<file path="config.mk">
export PLATFORM = sky130hd
export DESIGN_NAME = lcg_csa_iter
export DESIGN_NICKNAME = d
export VERILOG_FILES = /design/src/rtl/mdclcg_pkg.sv /design/src/rtl/csa_row.sv /design/src/rtl/lcg_csa_iter.sv
export SDC_FILE = /design/constraint.sdc
export NUM_CORES = 1
export LEC_CHECK = 0
export ABC_AREA = 1
export CORE_UTILIZATION = 30
export CTS_BUF_LIST = sky130_fd_sc_hd__clkbuf_4
export DETAILED_ROUTE_END_ITERATION = 12
export GPL_ROUTABILITY_DRIVEN = 0
export PLACE_DENSITY = 0.5
export SLEW_MARGIN = 20
export SYNTH_ARGS = -nofsm -noshare
export SYNTH_HDL_FRONTEND = slang
export SYNTH_SLANG_ARGS = --single-unit
export TNS_END_PERCENT = 30
</file>
<file path="constraint.sdc">
create_clock -name clk -period 1.62 [get_ports clk]
set_input_delay 0.486 -clock clk [delete_from_list [all_inputs] [get_ports clk]]
set_output_delay 0.486 -clock clk [all_outputs]
set_load 0.005 [all_outputs]
</file>
<file path="src/rtl/mdclcg_pkg.sv">
// Shared types and defaults for the MDCLCG next-state engine.
// Holds the FSM encoding, default LCG constants and the bit-counter width helper.
// No logic; imported by lcg_csa_iter and csa_row.
package mdclcg_pkg;

    typedef enum logic [1:0] {
        IDLE    = 2'd0,
        ACC     = 2'd1,
        RESOLVE = 2'd2
    } lcg_state_t;

    localparam int          N_DEF         = 8;
    localparam logic [7:0]  A_DEF         = 8'd5;
    localparam logic [7:0]  B_DEF         = 8'd3;
    localparam logic [7:0]  SEED_INIT_DEF = 8'd1;

    // Counter width for a given word size; never narrower than one bit.
    function automatic int kw_of(input int n);
        return (n > 1) ? $clog2(n) : 1;
    endfunction

    localparam int KW = kw_of(N_DEF);

endpackage

</file>
<file path="src/rtl/csa_row.sv">
// Row of N full adders folding one addend into a carry-save pair.
// Latency: combinational, zero cycles.
// Backpressure: none; outputs track inputs continuously.
module csa_row
    import mdclcg_pkg::*;
#(
    parameter int N = N_DEF
) (
    input  logic [N-1:0] s,
    input  logic [N-1:0] c,
    input  logic [N-1:0] addend,
    output logic [N-1:0] sum,
    output logic [N-1:0] carry
);

    logic [N-1:0] maj;

    always_comb begin
        sum = s ^ c ^ addend;
        maj = (s & c) | (s & addend) | (c & addend);
        // Carry out of the MSB is dropped so the pair stays modulo 2^N.
        carry = {maj[N-2:0], 1'b0};
    end

endmodule

</file>
<file path="src/rtl/lcg_csa_iter.sv">
// Sequential LCG step x <= (A*x + B) mod 2^N via shift-and-add in carry-save form.
// Latency: N+1 clocks from accepted start to valid; one result per N+2 clocks.
// Backpressure: start/seed_ld accepted only in IDLE, ignored while busy, nothing queued.
module lcg_csa_iter
    import mdclcg_pkg::*;
#(
    parameter int           N         = N_DEF,
    parameter logic [N-1:0] A         = A_DEF,
    parameter logic [N-1:0] B         = B_DEF,
    parameter logic [N-1:0] SEED_INIT = SEED_INIT_DEF
) (
    input  logic         clk,
    input  logic         rst_n,
    input  logic         seed_ld,
    input  logic [N-1:0] seed,
    input  logic         start,
    output logic [N-1:0] rnd,
    output logic         valid,
    output logic         busy
);

    localparam int CW = kw_of(N);

    lcg_state_t   state, state_nxt;
    logic [N-1:0] x, s, c, m;
    logic [CW-1:0] k;
    logic [N-1:0] addend, row_sum, row_carry, resolved;

    assign addend   = A[k] ? m : '0;
    assign resolved = s + c;
    assign busy     = (state != IDLE);

    csa_row #(.N(N)) u_csa_row (
        .s      (s),
        .c      (c),
        .addend (addend),
        .sum    (row_sum),
        .carry  (row_carry)
    );

    always_comb begin
        state_nxt = state;
        case (state)
            IDLE:    if (start) state_nxt = ACC;
            ACC:     if (k == CW'(N-1)) state_nxt = RESOLVE;
            RESOLVE: state_nxt = IDLE;
            default: state_nxt = IDLE;
        endcase
    end

    always_ff @(posedge clk or negedge rst_n) begin
        if (!rst_n) begin
            state <= IDLE;
            x     <= SEED_INIT;
            s     <= '0;
            c     <= '0;
            m     <= '0;
            k     <= '0;
            rnd   <= '0;
            valid <= 1'b0;
        end else begin
            state <= state_nxt;
            valid <= 1'b0;
            case (state)
                IDLE: begin
                    if (seed_ld) x <= seed;
                    if (start) begin
                        // A seed loaded in the same cycle feeds this iteration.
                        s <= B;
                        c <= '0;
                        m <= seed_ld ? seed : x;
                        k <= '0;
                    end
                end
                ACC: begin
                    s <= row_sum;
                    c <= row_carry;
                    m <= m << 1;
                    k <= k + CW'(1);
                end
                RESOLVE: begin
                    x     <= resolved;
                    rnd   <= resolved;
                    valid <= 1'b1;
                end
                default: ;
            endcase
        end
    end

endmodule

</file>
==> impl_metrics.json, run 1 <==
{
  "use_met2_pct": 21.5,
  "drive_above_1_share_pct": 19.2,
  "arrival_ps": 1850,
  "grt-busiest-layer": "met2",
  "outcome": "complete, no violations",
  "io_buffers": 21,
  "final_common_cell": "nand2_1",
  "finalWorstSetupSlack_ps": 3.89,
  "fmaxAchievable_ghz": 0.619,
  "switching_share_pct": 40.9,
  "worstReg2RegEnd": "x[3]",
  "worst_slew_pin_slew_ps": 375,
  "power_leakage_uw": 0.00141,
  "syn_nets": 284,
  "cap_viol_max_count": 0,
  "ys_ff_latch": 45,
  "clock_latency_ps": 360,
  "cts_root_buffer": "clkbuf_4",
  "grt_usage_pct": 13.9,
  "cts_buffers": 5,
  "rsz0062_at_grt": "yes",
  "synth.avg_cell_area_um2": 9.21,
  "core_um2": 7410,
  "routedWlPerCell_um": 12.7,
  "drc": 0,
  "syn-cell-area_um2": 2360,
  "drt-initial-drc-count": 84,
  "cpMaxStageDelayCell": "dfrtp_1",
  "switchingPower_uw": 2260,
  "pre_cts_ws_ps": -204,
  "grt_antenna_before_repair": 0,
  "dr_total_vias": 1818,
  "cts_tree": "built",
  "fin_crit_ps": 1620,
  "grt_max_degree": 24,
  "crit_path_max_fanout": 2,
  "p_clk_share_pct": 12.5,
  "power_frac_seq_pct": 35.7,
  "period_share_pct": 99.8,
  "synth_top_area_cell": "dfrtp_1",
  "drt_pass1_iterations": 4,
  "yosys-top-cells-area": "dfrtp_1 (47%), nand2_1 (11%), fa_1 (5.9%), ha_1 (4.8%), inv_1 (4.5%)",
  "mostFrequentLayoutCells": "nand2_1 (65), dfrtp_1 (44), inv_1 (28)",
  "grt_use_met3_pct": 3.20,
  "max_slew_margin_pct": 74.8,
  "grt_pass1_vias": 1784,
  "crit_family": "adder cells",
  "netlist_instances": 256,
  "grt_first_pass_wirelength_mm": 8.87,
  "worstSetupPathType": "flop to flop",
  "cp-start-kind": "flop",
  "final.setup_skew_ps": 17.7,
  "r2r-start": "s[1]",
  "yosys_warnings": 0,
  "crit_chain": "ha_2, fa_2, buf_4, o21ai_1, o211ai_1",
  "h-tree-depth": 2,
  "ys_types": 31,
  "hold_path_class": "input pin to asynchronous set/reset pin",
  "overflow": 0,
  "cts_buffer_depth": 2,
  "yosysSeqAreaShare_pct": 47.8,
  "r2r_setup_slack_ps": 4,
  "worstPathRequired_ps": 1860,
  "crit_path_max_incr_delay_ps": 410,
  "synth_top_area_share_pct": 46.7,
  "internal_power_uw": 3260,
  "die-area_um2": 8220,
  "gr-usage-met1_pct": 19.2,
  "critPathCaptureType": "flop",
  "crit_buf_inv": 1,
  "drt_wl_total_mm": 5.10,
  "worstRegToRegCells": 5,
  "seqCellArea_um2": 1130,
  "io_pins": 22,
  "initial_core_util_pct": 31.8,
  "hpwlAfterDp_mm": 3.89,
  "setup_viol": 0,
  "cts.sinks": 45,
  "multi_input_area_um2": 1060,
  "fin_nets": 329,
  "row_count": 31,
  "die_h_um": 90.6,
  "whs_ps": 109,
  "powerDensity_nw_per_um2": 1890,
  "area_delta_synth_final_pct": 23.8,
  "p_comb_share_pct": 51.8,
  "nFillCells": 773,
  "die_width_um": 90.6,
  "drtAntennaViolNets": 0,
  "via_per_inst": 4.53,
  "report.final.slew_viol_count": 0,
  "ir_worst_vdd_uv": 489,
  "finalHoldViolCount": 0,
  "clkSlewWorstSetupHoldPaths_ps": 140,
  "diodes": 0
}
==> metal layers <==
metal | up-vias | routed length (µm)
li1 | 926 | -
met1 | 864 | 2480
met2 | 23 | 2360
met3 | 5 | 186
met4 | 0 | 63
met5 | - | 0
==> final cells by class <==
class | instances | share of cell area, %
inverter | 33 | 4.33
sequential | 45 | 38.6
multi-input combinational | 169 | 36.4
timing repair buffer | 47 | 13.7
clock inverter | 3 | 1.42
tap | 99 | 4.25
clock buffer | 5 | 1.29
==> stage by stage <==
stage          power [µW]  utilization, %  instance area [µm²]  setup TNS [ps]  instances
2_1_floorplan        3910               -                 2360               0        256
3_3_place_gp         4820            37.7                 2800           -1470        390
3_5_place_dp         4860            37.7                 2800           -1800        390
4_1_cts              5540            39.0                 2890           -46.6        400
5_1_grt              6070            39.4                 2920            -155        401
6_report             5520            39.4                 2920               0        401
==> how the worst max path moves through the flow <==
stage / start / slack (ps) / endpoint / cells past startpoint
final: s[1] / 4 / x[3] / 5
after global routing: s[1] / -60 / x[5] / 8
after CTS: state[0] / -50 / busy / 3
after detailed placement: seed_ld / -200 / m[7] / 6
after global placement: seed_ld / -180 / m[7] / 6
after floorplan: c[1] / 20 / x[7] / 9
==> registers in the layout (all words and copies together), names as in the netlist <==
| signal | cells |
|---|---|
| s | 8 |
| c | 7 |
| m | 8 |
| state | 2 |
| valid | 1 |
| rnd | 8 |
| k | 3 |
| x | 8 |
==> power by group through the flow <==
stage | Clock [µW] | Sequential [µW] | Combinational, µW
after floorplan | 0 | 1940 | 1970
after detailed placement | 0 | 2000 | 2860
after CTS | 719 | 1980 | 2840
after global placement | 0 | 2010 | 2820
after global routing | 750 | 2050 | 3270
final | 688 | 1970 | 2860
==> cells in the mapped netlist (all sizes together) <==
library cell  instances
dfstp                 1
o211ai                5
dfrtp                44
ha                    9
xnor2                 2
a22o                  3
a31oi                 1
buf                   9
mux2i                 2
a22oi                 1
o22ai                11
or2                   1
inv                  33
nand3                 9
nand2                70
fa                    7
o22a                  2
a21oi                11
o21ai                21
nor2                 14
==> timing repair <==
item / CTS / global route
resized for setup: 15 / 7
pin swaps: 2 / 8
endpoints found under the setup margin: 16 / 6
hold buffers: 0 / 0
setup buffers: 2 / 1
==> kinds of logic after synthesis <==
| kind of cell | after synthesis | synth area share (%) |
|---|---|---|
| buffers and inverters | 42 | 8.60 |
| AOI/OAI and AO/OA | 55 | 14.2 |
| DFF | 45 | 47.8 |
| xor gates and xnor gates | 2 | 0.743 |
| and+or+nand+nor | 94 | 17.1 |
| adders and majority gates | 16 | 10.7 |
| muxes | 2 | 0.849 |
Power figures use the tool's default switching activity.
==> inputs of run 2 (changes only) <==
--- a/config.mk
+++ b/config.mk
@@ -8,6 +8,7 @@
 export ABC_AREA = 1
 export CORE_UTILIZATION = 30
 export CTS_BUF_LIST = sky130_fd_sc_hd__clkbuf_4
+export CTS_CLUSTER_SIZE = 40
 export DETAILED_ROUTE_END_ITERATION = 12
 export GPL_ROUTABILITY_DRIVEN = 0
 export PLACE_DENSITY = 0.5
==> constraint.sdc (replaced) <==
create_clock -name clk -period 1.62 [get_ports clk]
set_input_delay 0.486 -clock clk [delete_from_list [all_inputs] [get_ports clk]]
set_output_delay 0.486 -clock clk [all_outputs]
set_load 0.02 [all_outputs]
==> run 2 against run 1 <==
Net effect:
- sequential share of layout area is 0.15 points higher
- first-iteration DRC count stayed put
- clock skew is 1.0 ps higher
- critical path depth stayed put
- hold slack worse by 4.3 ps
- routed wire length is 0.43% lower
- worst setup slack better by 22 ps
- sequential cell count stayed put
- fmax is 1.4% higher
- critical path type unchanged
- register-to-register slack better by 20 ps
- final cell count is 0.25% lower
- critical endpoint unchanged
- largest power group unchanged
==> impl_metrics.json, run 2 (synthesis results as in run 1) <==
{
  "outcome": "complete, no violations",
  "stdcell_area_um2": 2910,
  "row_count": 31,
  "finalHoldViolCount": 0,
  "ir_worst_vdd_uv": 476,
  "overflow": 0,
  "dr_total_vias": 1809,
  "grt_max_degree": 24,
  "hold_path_class": "input pin to asynchronous set/reset pin",
  "report.final.slew_viol_count": 0,
  "power_leakage_uw": 0.00140,
  "cts_root_buffer": "clkbuf_4",
  "clock_latency_ps": 370,
  "arrival_ps": 1830,
  "io_buffers": 21,
  "drt_pass1_iterations": 4,
  "grt_first_pass_wirelength_mm": 8.85,
  "final.setup_skew_ps": 18.7,
  "die-area_um2": 8220,
  "mostFrequentLayoutCells": "nand2_1 (65), dfrtp_1 (44), inv_1 (28)",
  "final_common_cell": "nand2_1",
  "crit_path_max_fanout": 2,
  "io_pins": 22,
  "dp_cells": 390,
  "cap_viol_max_count": 0,
  "cts_buffers": 5,
  "cts.sinks": 45,
  "drt_wl_total_mm": 5.08,
  "h-tree-depth": 2,
  "drt-initial-drc-count": 84,
  "die_h_um": 90.6,
  "rsz0062_at_grt": "yes",
  "powerDensity_nw_per_um2": 1930,
  "cts_tree": "built",
  "grt_antenna_before_repair": 0,
  "max_slew_margin_pct": 75.8,
  "via_per_inst": 4.52,
  "finalSetupTns_ps": 0,
  "setup_viol": 0,
  "drc": 0,
  "period_share_pct": 98.4,
  "fin_nets": 328,
  "fmaxAchievable_ghz": 0.627,
  "drtAntennaViolNets": 0,
  "grt_pass1_vias": 1775,
  "cts_buffer_depth": 2,
  "worstSetupPathType": "flop to flop",
  "worst_slew_pin_slew_ps": 360,
  "area_delta_synth_final_pct": 23.3,
  "grt_usage_pct": 13.8,
  "critPathCaptureType": "flop",
  "initial_core_util_pct": 31.8,
  "instances_no_fill": 400,
  "core_um2": 7410,
  "hold_buffers": 0,
  "routedWlPerCell_um": 12.7,
  "drive_above_1_share_pct": 18.9,
  "diodes": 0,
  "place_area_um2": 2800,
  "cp-start-kind": "flop",
  "fin_crit_ps": 1590,
  "die_width_um": 90.6,
  "worstRegToRegCells": 5,
  "hpwlAfterDp_mm": 3.89,
  "worstPathRequired_ps": 1850,
  "clkSlewWorstSetupHoldPaths_ps": 140
}
run 2: metrics by stage:
stage | power, µW | util (%) | hold slack [ps] | setup slack (ps)
2_1_floorplan | 4040 | - | 190 | 17.4
4_1_cts | 5620 | 38.6 | 101 | -21.2
3_3_place_gp | 4960 | 37.7 | 454 | -181
3_5_place_dp | 5000 | 37.7 | 458 | -204
6_report | 5620 | 39.2 | 104 | 25.6
5_1_grt | 6180 | 39.2 | 119 | -37.4
run 2: final cells by class:
type | instances | area [µm²]
clock buffers | 5 | 37.5
multi-input cells | 169 | 1060
flip-flops and latches | 45 | 1130
inverters | 33 | 126
fillers | 774 | 4500
well taps | 99 | 124
repair buffers | 46 | 389
clock inverters | 3 | 41.3
run 2: per-layer routing:
metal | global-route usage (%) | vias up | wire, µm
li1 | - | 923 | -
met3 | 3.20 | 5 | 149
met2 | 21.5 | 22 | 2340
met4 | 4.03 | 0 | 63
met1 | 19.1 | 859 | 2530
met5 | 0 | - | 0
run 2: worst max-delay path: stages (launching register included):
cell,delay [ps]
dfrtp_1,410
ha_2,200
fa_2,350
buf_4,150
o21ai_1,230
o211ai_1,130
run 2: path summary, 6_finish.rpt:
path | start | end | slack (ps)
max | c[1] | x[3] | 30
min | rst_n | s[3] | 100
max reg2reg | c[1] | x[3] | 30
min reg2reg | rnd[2] | rnd[2] | 480
max in group asynchronous | rst_n | x[0] | 1230
min in group clk | rnd[2] | rnd[2] | 480
run 2: where the power goes:
| part | leakage, µW | internal [µW] | total (µW) | switching [µW] |
|---|---|---|---|---|
| registers | 0.000552 | 1650 | 1970 | 317 |
| clock network | 0.0000389 | 320 | 687 | 368 |
| logic | 0.000808 | 1270 | 2960 | 1690 |
run 2: what timing repair did:
item / CTS / global route
setup buffers: 0 / 2
pin swaps: 0 / 1
endpoints found under the setup margin: 16 / 7
gates resized for setup: 15 / 7
cloned: 0 / 0
==> inputs of run 3 (changes only) <==
--- a/config.mk
+++ b/config.mk
@@ -10,7 +10,7 @@
 export CTS_BUF_LIST = sky130_fd_sc_hd__clkbuf_4
 export CTS_CLUSTER_SIZE = 40
 export DETAILED_ROUTE_END_ITERATION = 12
-export GPL_ROUTABILITY_DRIVEN = 0
+export GPL_ROUTABILITY_DRIVEN = 1
 export PLACE_DENSITY = 0.5
 export SLEW_MARGIN = 20
 export SYNTH_ARGS = -nofsm -noshare
==> results of run 3 <==
Final layout, timing and power as in run 2 (identical DEF).
